===== config.mk =====
export PLATFORM = sky130hd
export DESIGN_NAME = apb_req_arbiter
export DESIGN_NICKNAME = d
export VERILOG_FILES = /design/src/rtl/apb_req_arbiter.sv
export SDC_FILE = /design/constraint.sdc
export NUM_CORES = 1
export LEC_CHECK = 0
export ABC_AREA = 0
export BUFFER_PORTS_ARGS = -buffer_cell sky130_fd_sc_hd__buf_2
export CAP_MARGIN = 20
export CORE_AREA = 2 2 159 161
export CTS_CLUSTER_DIAMETER = 150
export DETAILED_ROUTE_END_ITERATION = 8
export DIE_AREA = 0 0 161 163
export GPL_ROUTABILITY_DRIVEN = 0
export PLACE_DENSITY = 0.58
export RECOVER_POWER = 25
export SLEW_MARGIN = 40
export SYNTH_ARGS = -nofsm -noshare
export SYNTH_HDL_FRONTEND = slang
export SYNTH_SLANG_ARGS = --single-unit

===== constraint.sdc =====
create_clock -name clk -period 1.5 [get_ports clk]
set_input_delay 0.15 -clock clk [delete_from_list [all_inputs] [get_ports clk]]
set_output_delay 0.15 -clock clk [all_outputs]
set_load 0.05 [all_outputs]

===== src/rtl/apb_req_arbiter.sv =====
`default_nettype none
// ---------------------------------------------------------------------------
// apb_req_arbiter : round-robin sharing of one APB bridge transfer port
//                   among N_REQ requesters, with per-transfer WAIT timeout
// Revision 1.0
// ---------------------------------------------------------------------------
module apb_req_arbiter #(
  parameter int N_REQ   = 4,
  parameter int ADDR_W  = 32,
  parameter int DATA_W  = 32,
  parameter int TIMEOUT = 16
) (
  input  logic                      clk,
  input  logic                      rst,
  input  logic [N_REQ-1:0]          req_i,
  input  logic [N_REQ-1:0]          req_wr_i,
  input  logic [N_REQ*ADDR_W-1:0]   req_addr_i,
  input  logic [N_REQ*DATA_W-1:0]   req_wdata_i,
  output logic [N_REQ-1:0]          gnt_o,
  output logic [N_REQ-1:0]          done_o,
  output logic                      err_o,
  output logic [DATA_W-1:0]         rdata_o,
  output logic                      busy_o,
  output logic                      br_dsel,
  output logic                      br_trnsfr,
  output logic                      br_wr,
  output logic [ADDR_W-1:0]         br_address,
  output logic [DATA_W-1:0]         br_data_in,
  input  logic [DATA_W-1:0]         br_data_out,
  input  logic                      br_done
);

  localparam int IDX_W = (N_REQ > 1) ? $clog2(N_REQ) : 1;
  localparam int CNT_W = $clog2(TIMEOUT);

  typedef enum logic [1:0] {
    S_IDLE  = 2'd0,
    S_ISSUE = 2'd1,
    S_WAIT  = 2'd2,
    S_RESP  = 2'd3
  } state_t;

  state_t              state_q,  state_d;
  logic [IDX_W-1:0]    ptr_q,    ptr_d;
  logic [IDX_W-1:0]    win_q,    win_d;
  logic [CNT_W-1:0]    cnt_q,    cnt_d;
  logic                wr_q,     wr_d;
  logic [ADDR_W-1:0]   addr_q,   addr_d;
  logic [DATA_W-1:0]   wdata_q,  wdata_d;
  logic [DATA_W-1:0]   rdata_q,  rdata_d;
  logic                err_q,    err_d;
  logic [N_REQ-1:0]    gnt_q,    gnt_d;
  logic [N_REQ-1:0]    done_q,   done_d;
  logic                busy_q,   busy_d;
  logic                dsel_q,   dsel_d;
  logic                trnsfr_q, trnsfr_d;

  logic [IDX_W-1:0]    arb_idx;
  logic                arb_found;

  // First requester at or above the pointer, wrapping modulo N_REQ.
  always_comb begin
    int cand;
    arb_idx   = '0;
    arb_found = 1'b0;
    cand      = 0;
    for (int k = 0; k < N_REQ; k++) begin
      cand = int'(ptr_q) + k;
      if (cand >= N_REQ) cand = cand - N_REQ;
      if (!arb_found && req_i[cand[IDX_W-1:0]]) begin
        arb_found = 1'b1;
        arb_idx   = cand[IDX_W-1:0];
      end
    end
  end

  always_comb begin
    state_d  = state_q;
    ptr_d    = ptr_q;
    win_d    = win_q;
    cnt_d    = cnt_q;
    wr_d     = wr_q;
    addr_d   = addr_q;
    wdata_d  = wdata_q;
    rdata_d  = rdata_q;
    err_d    = 1'b0;
    gnt_d    = '0;
    done_d   = '0;
    busy_d   = busy_q;
    dsel_d   = dsel_q;
    trnsfr_d = 1'b0;
    case (state_q)
      S_IDLE: begin
        if (arb_found) begin
          state_d        = S_ISSUE;
          win_d          = arb_idx;
          wr_d           = req_wr_i[arb_idx];
          addr_d         = req_addr_i[arb_idx*ADDR_W +: ADDR_W];
          wdata_d        = req_wdata_i[arb_idx*DATA_W +: DATA_W];
          gnt_d[arb_idx] = 1'b1;
          busy_d         = 1'b1;
          dsel_d         = 1'b1;
          trnsfr_d       = 1'b1;
        end
      end
      S_ISSUE: begin
        state_d = S_WAIT;
        cnt_d   = '0;
      end
      S_WAIT: begin
        cnt_d = cnt_q + 1'b1;
        // A completion on the last allowed cycle still counts as success.
        if (br_done) begin
          state_d       = S_RESP;
          done_d[win_q] = 1'b1;
          dsel_d        = 1'b0;
          if (!wr_q) rdata_d = br_data_out;
        end else if (cnt_q == CNT_W'(TIMEOUT - 1)) begin
          state_d       = S_RESP;
          done_d[win_q] = 1'b1;
          dsel_d        = 1'b0;
          err_d         = 1'b1;
          rdata_d       = '0;
        end
      end
      S_RESP: begin
        state_d = S_IDLE;
        busy_d  = 1'b0;
        ptr_d   = (win_q == IDX_W'(N_REQ - 1)) ? '0 : win_q + 1'b1;
      end
      default: state_d = S_IDLE;
    endcase
  end

  always_ff @(posedge clk) begin
    if (rst) begin
      state_q  <= S_IDLE;
      ptr_q    <= '0;
      win_q    <= '0;
      cnt_q    <= '0;
      wr_q     <= 1'b0;
      addr_q   <= '0;
      wdata_q  <= '0;
      rdata_q  <= '0;
      err_q    <= 1'b0;
      gnt_q    <= '0;
      done_q   <= '0;
      busy_q   <= 1'b0;
      dsel_q   <= 1'b0;
      trnsfr_q <= 1'b0;
    end else begin
      state_q  <= state_d;
      ptr_q    <= ptr_d;
      win_q    <= win_d;
      cnt_q    <= cnt_d;
      wr_q     <= wr_d;
      addr_q   <= addr_d;
      wdata_q  <= wdata_d;
      rdata_q  <= rdata_d;
      err_q    <= err_d;
      gnt_q    <= gnt_d;
      done_q   <= done_d;
      busy_q   <= busy_d;
      dsel_q   <= dsel_d;
      trnsfr_q <= trnsfr_d;
    end
  end

  assign gnt_o      = gnt_q;
  assign done_o     = done_q;
  assign err_o      = err_q;
  assign rdata_o    = rdata_q;
  assign busy_o     = busy_q;
  assign br_dsel    = dsel_q;
  assign br_trnsfr  = trnsfr_q;
  assign br_wr      = wr_q;
  assign br_address = addr_q;
  assign br_data_in = wdata_q;

endmodule
`default_nettype wire


==> impl_results.rst <==
.. list-table::
   :header-rows: 1

   * - Metric
     - Value
   * - Worst slew pin tran
     - 0.625 ns
   * - Final critical delay including setup and external delays
     - 1.73 ns
   * - Final core utilization
     - 0.392
   * - Worst setup path endpoint
     - br_data_in[2]$_SDFFE_PP0P_
   * - Failing checks
     - negative setup slack
   * - Port Buffer Count
     - 407
   * - I/O pin cnt
     - 408
   * - Root buffer cell
     - sky130_fd_sc_hd__clkbuf_16
   * - CTS tree
     - built
   * - Final Slew Violations
     - 0
   * - Origin of the worst min-delay path
     - req_wdata_i[12]
   * - Layout overhead on the synthesized area
     - 77.9%
   * - Ratio of cells with drive above 1 in the final layout
     - 0.520
   * - Count of cell types in the netlist
     - 38
   * - Routed wire length
     - 25100 µm
   * - Startpoint-to-endpoint class of the critical path
     - reg2reg
   * - Number of H-tree levels
     - 4
   * - Worst Slack Setup Final
     - -0.234 ns
   * - CP max stage delay
     - 0.50 ns
   * - Sequential cell area in the final layout
     - 2390 µm²
   * - Remaining DRCs
     - 0
   * - Worst min-delay path category
     - in2reg
   * - Vias per std cell
     - 4.94
   * - Max-capacitance violation count
     - 0
   * - Hpwl dp
     - 17700 µm
   * - Die area
     - 26200 µm²
   * - First-pass GRT wire length
     - 36600 µm
   * - Remaining antenna violation count after routing
     - 0
   * - Hold violation count in the final report
     - 0
   * - Layout Cells excl Fill
     - 1419
   * - Synthesized Nets
     - 918
   * - Avg Inst Size Synth
     - 8.92 µm²
   * - Placeable core region
     - 24700 µm²
   * - Beginning of the critical path
     - ptr_q[1]$_SDFFE_PP0P_
   * - Area of combinational cells with multiple inputs
     - 2920 µm²
   * - Overall global routing resource usage
     - 0.177
   * - Starting Density
     - 0.220
   * - Largest fanout on the critical path
     - 8
   * - Count of yosys warnings during synthesis
     - 0
   * - Endpoint of the worst-slack reg-to-reg timing path
     - br_data_in[2]$_SDFFE_PP0P_
   * - Final hold slack
     - 0.0544 ns
   * - Cell type of the slowest stage on the worst timing path
     - sky130_fd_sc_hd__a222oi_1
   * - Worst Reg-to-Reg Cells
     - 5
   * - Clock buffer count from CTS
     - 17
   * - Max Buffers Root-to-Sink
     - 2
   * - Routed wire per std cell
     - 17.7 µm
   * - Vias in the first global route
     - 6899
   * - Post-synthesis sequential element count
     - 119
   * - Largest vdd supply drop
     - 0.000712 V
   * - Clock slew seen by the registers of the worst setup and hold paths
     - 0.07 ns
   * - Sequential-to-total area share from yosys stat
     - 0.438
   * - Critical path cell sequence
     - inv_4 -> o221a_4 -> buf_6 -> a222oi_1 -> a211oi_1
   * - Fin nets
     - 1382
   * - Initial antenna violation count
     - 2
   * - Skew-Pair Late Insertion Delay
     - 0.42 ns
   * - Fill cell instance count of the final layout
     - 2530
   * - Critical Path Start Type
     - register
   * - Number of failing setup endpoints in the final timing report
     - 77
   * - Most frequently used flop master after synthesis
     - sky130_fd_sc_hd__dfxtp_1
   * - Number of enable flip-flop cells after synthesis
     - 0
   * - Die X
     - 161 µm
   * - Endpoint class of the critical path
     - register
   * - Cell class contributing the biggest share of worst-path delay
     - compound AO/OA/AOI/OAI gates
   * - Clock skew after layout
     - 0.0133 ns
   * - Pin count of the biggest net entering global routing
     - 41
   * - Slew margin rel.
     - 0.585
   * - TritonCTS Sinks
     - 119
   * - Total vias in the final route
     - 7015
   * - Power density over the cells
     - 1890 nW/µm²
   * - Peak Freq
     - 577 MHz
   * - Total power consumption of the routed design
     - 18300 µW
   * - Setup repair after global routing missed its margin
     - yes
   * - Router iterations before antenna repair
     - 7
   * - Reg2reg setup slack
     - -0.23 ns
   * - Most common library cell in the layout ignoring fill and taps
     - sky130_fd_sc_hd__buf_2
   * - Final TNS setup
     - -10.21 ns
   * - Most frequent cells in the layout
     - 378 x sky130_fd_sc_hd__buf_2, 115 x sky130_fd_sc_hd__dfxtp_1, 108 x sky130_fd_sc_hd__nor2_1
   * - Number of DRC markers in iteration 0
     - 721
   * - Total grt overflow
     - 0
   * - Worst EP required
     - 1.77 ns
   * - Crit path buf inv count
     - 2
   * - Die span in y
     - 163 µm
   * - Crit. path cell count
     - 5
   * - Reg-to-reg critical path startpoint
     - ptr_q[1]$_SDFFE_PP0P_
   * - Period utilization
     - 1.16
   * - Data arrival at the endpoint of the critical path
     - 2.00 ns
   * - Status
     - finished with violations
   * - DP Cell Count
     - 1330
   * - Leak Pwr
     - 0.00447 µW
   * - Cell area after synthesis
     - 5440 µm²
   * - Count of standard-cell rows
     - 58
   * - Post-synth ARST share
     - 0
   * - Number of standard cells after synthesis
     - 610
==> logic make-up (layout without fill, tap and decap cells) <==
kind of cell / Yosys count / after routing / share of synthesized area
AO/OA/AOI/OAI: 256 / 256 / 0.350
AND/OR/NAND/NOR: 147 / 147 / 0.117
other: 0 / 2 / 0
buffers and inverters: 76 / 553 / 0.0695
adder cells (fa/ha/maj): 9 / 9 / 0.0207
multiplexers: 3 / 3 / 0.00552
flip-flops: 119 / 119 / 0.438
==> cell usage after synthesis (2+ instances only) <==
| cell type | count | area, µm² |
|---|---|---|
| sky130_fd_sc_hd__a22oi_1 | 32 | 240 |
| sky130_fd_sc_hd__dfxtp_1 | 119 | 2380 |
| sky130_fd_sc_hd__and2_1 | 9 | 56.3 |
| sky130_fd_sc_hd__nor2b_1 | 3 | 18.8 |
| sky130_fd_sc_hd__inv_1 | 8 | 30.0 |
| sky130_fd_sc_hd__a211oi_1 | 65 | 488 |
| sky130_fd_sc_hd__nand2b_1 | 3 | 18.8 |
| sky130_fd_sc_hd__nor2_1 | 109 | 409 |
| sky130_fd_sc_hd__a211o_1 | 2 | 17.5 |
| sky130_fd_sc_hd__buf_2 | 29 | 145 |
| sky130_fd_sc_hd__a21boi_0 | 2 | 15.0 |
| sky130_fd_sc_hd__a222oi_1 | 65 | 651 |
| sky130_fd_sc_hd__nand2_1 | 9 | 33.8 |
| sky130_fd_sc_hd__a21o_1 | 2 | 15.0 |
| sky130_fd_sc_hd__nor3_1 | 5 | 25.0 |
| sky130_fd_sc_hd__ha_1 | 9 | 113 |
| sky130_fd_sc_hd__clkbuf_1 | 28 | 105 |
| sky130_fd_sc_hd__nand3_1 | 3 | 15.0 |
| sky130_fd_sc_hd__mux2i_1 | 3 | 30.0 |
| sky130_fd_sc_hd__buf_6 | 5 | 56.3 |
| sky130_fd_sc_hd__a21oi_1 | 75 | 375 |
| sky130_fd_sc_hd__o21ai_0 | 4 | 20.0 |
| sky130_fd_sc_hd__o22ai_1 | 2 | 12.5 |
| sky130_fd_sc_hd__buf_4 | 5 | 37.5 |
==> per-layer routing <==
metal / vias to the layer above / global-route usage / share of wire
li1: 3301 / - / -
met1: 3320 / 0.200 / 0.40
met2: 354 / 0.313 / 0.50
met3: 40 / 0.0573 / 0.082
met4: 0 / 0.0649 / 0.024
met5: - / 0 / 0
==> worst reg2reg max path, cell delays in order, from the launching register on <==
cell and delay [ns]:
sky130_fd_sc_hd__dfxtp_4 0.43, sky130_fd_sc_hd__inv_4 0.06, sky130_fd_sc_hd__o221a_4 0.30, sky130_fd_sc_hd__buf_6 0.15, sky130_fd_sc_hd__a222oi_1 0.51, sky130_fd_sc_hd__a211oi_1 0.14
==> worst min path at each step <==
stage,endpoint,slack [ns],cells past startpoint
5_1_grt,br_data_in[12]$_SDFFE_PP0P_,0.05,3
4_1_cts,br_data_in[12]$_SDFFE_PP0P_,0.03,3
3_3_place_gp,err_o$_SDFF_PP0_,0.35,2
3_5_place_dp,err_o$_SDFF_PP0_,0.35,2
6_report,br_data_in[12]$_SDFFE_PP0P_,0.05,3
2_1_floorplan,err_o$_SDFF_PP0_,0.23,1
==> registers in the layout, summed over array words and instances, names as in the netlist <==
name        cells
br_address     32
br_data_in     32
br_dsel         1
br_trnsfr       1
br_wr           1
busy_o          1
cnt_q           4
done_o          4
err_o           1
gnt_o           4
ptr_q           2
rdata_o        32
state_q         2
win_q           2
==> where the power goes <==
part / switching [µW] / internal [µW] / leakage, µW / total (µW)
Sequential: 557 / 4130 / 0.000981 / 4680
Clock: 1640 / 2720 / 0.000304 / 4370
Combinational: 6230 / 2990 / 0.00318 / 9230
==> cell type report <==
cell class / count / share of cell area
clock buffer: 19 / 0.0468
sequential: 119 / 0.247
clock inverter: 13 / 0.0175
tap: 330 / 0.0427
inverter: 9 / 0.00401
antenna: 2 / 0.000517
multi-input combinational: 415 / 0.302
timing repair buffer: 512 / 0.340
==> metrics by stage <==
stage | worst slack [ns] | area [µm²]
CTS | -0.201 | 9400
global placement | -0.334 | 8150
finish | -0.234 | 9680
detailed placement | -0.360 | 8150
floorplan | -0.0382 | 5550
global route | -0.308 | 9670
==> what timing repair did <==
action,CTS,global route
cloned,2,5
hold buffers,33,0
hold endpoints to repair,33,0
buffers inserted,13,3
pin swaps,37,22
endpoints found under the setup margin,100,101
gates resized for setup,38,44
(Power assumes the default switching activity.)
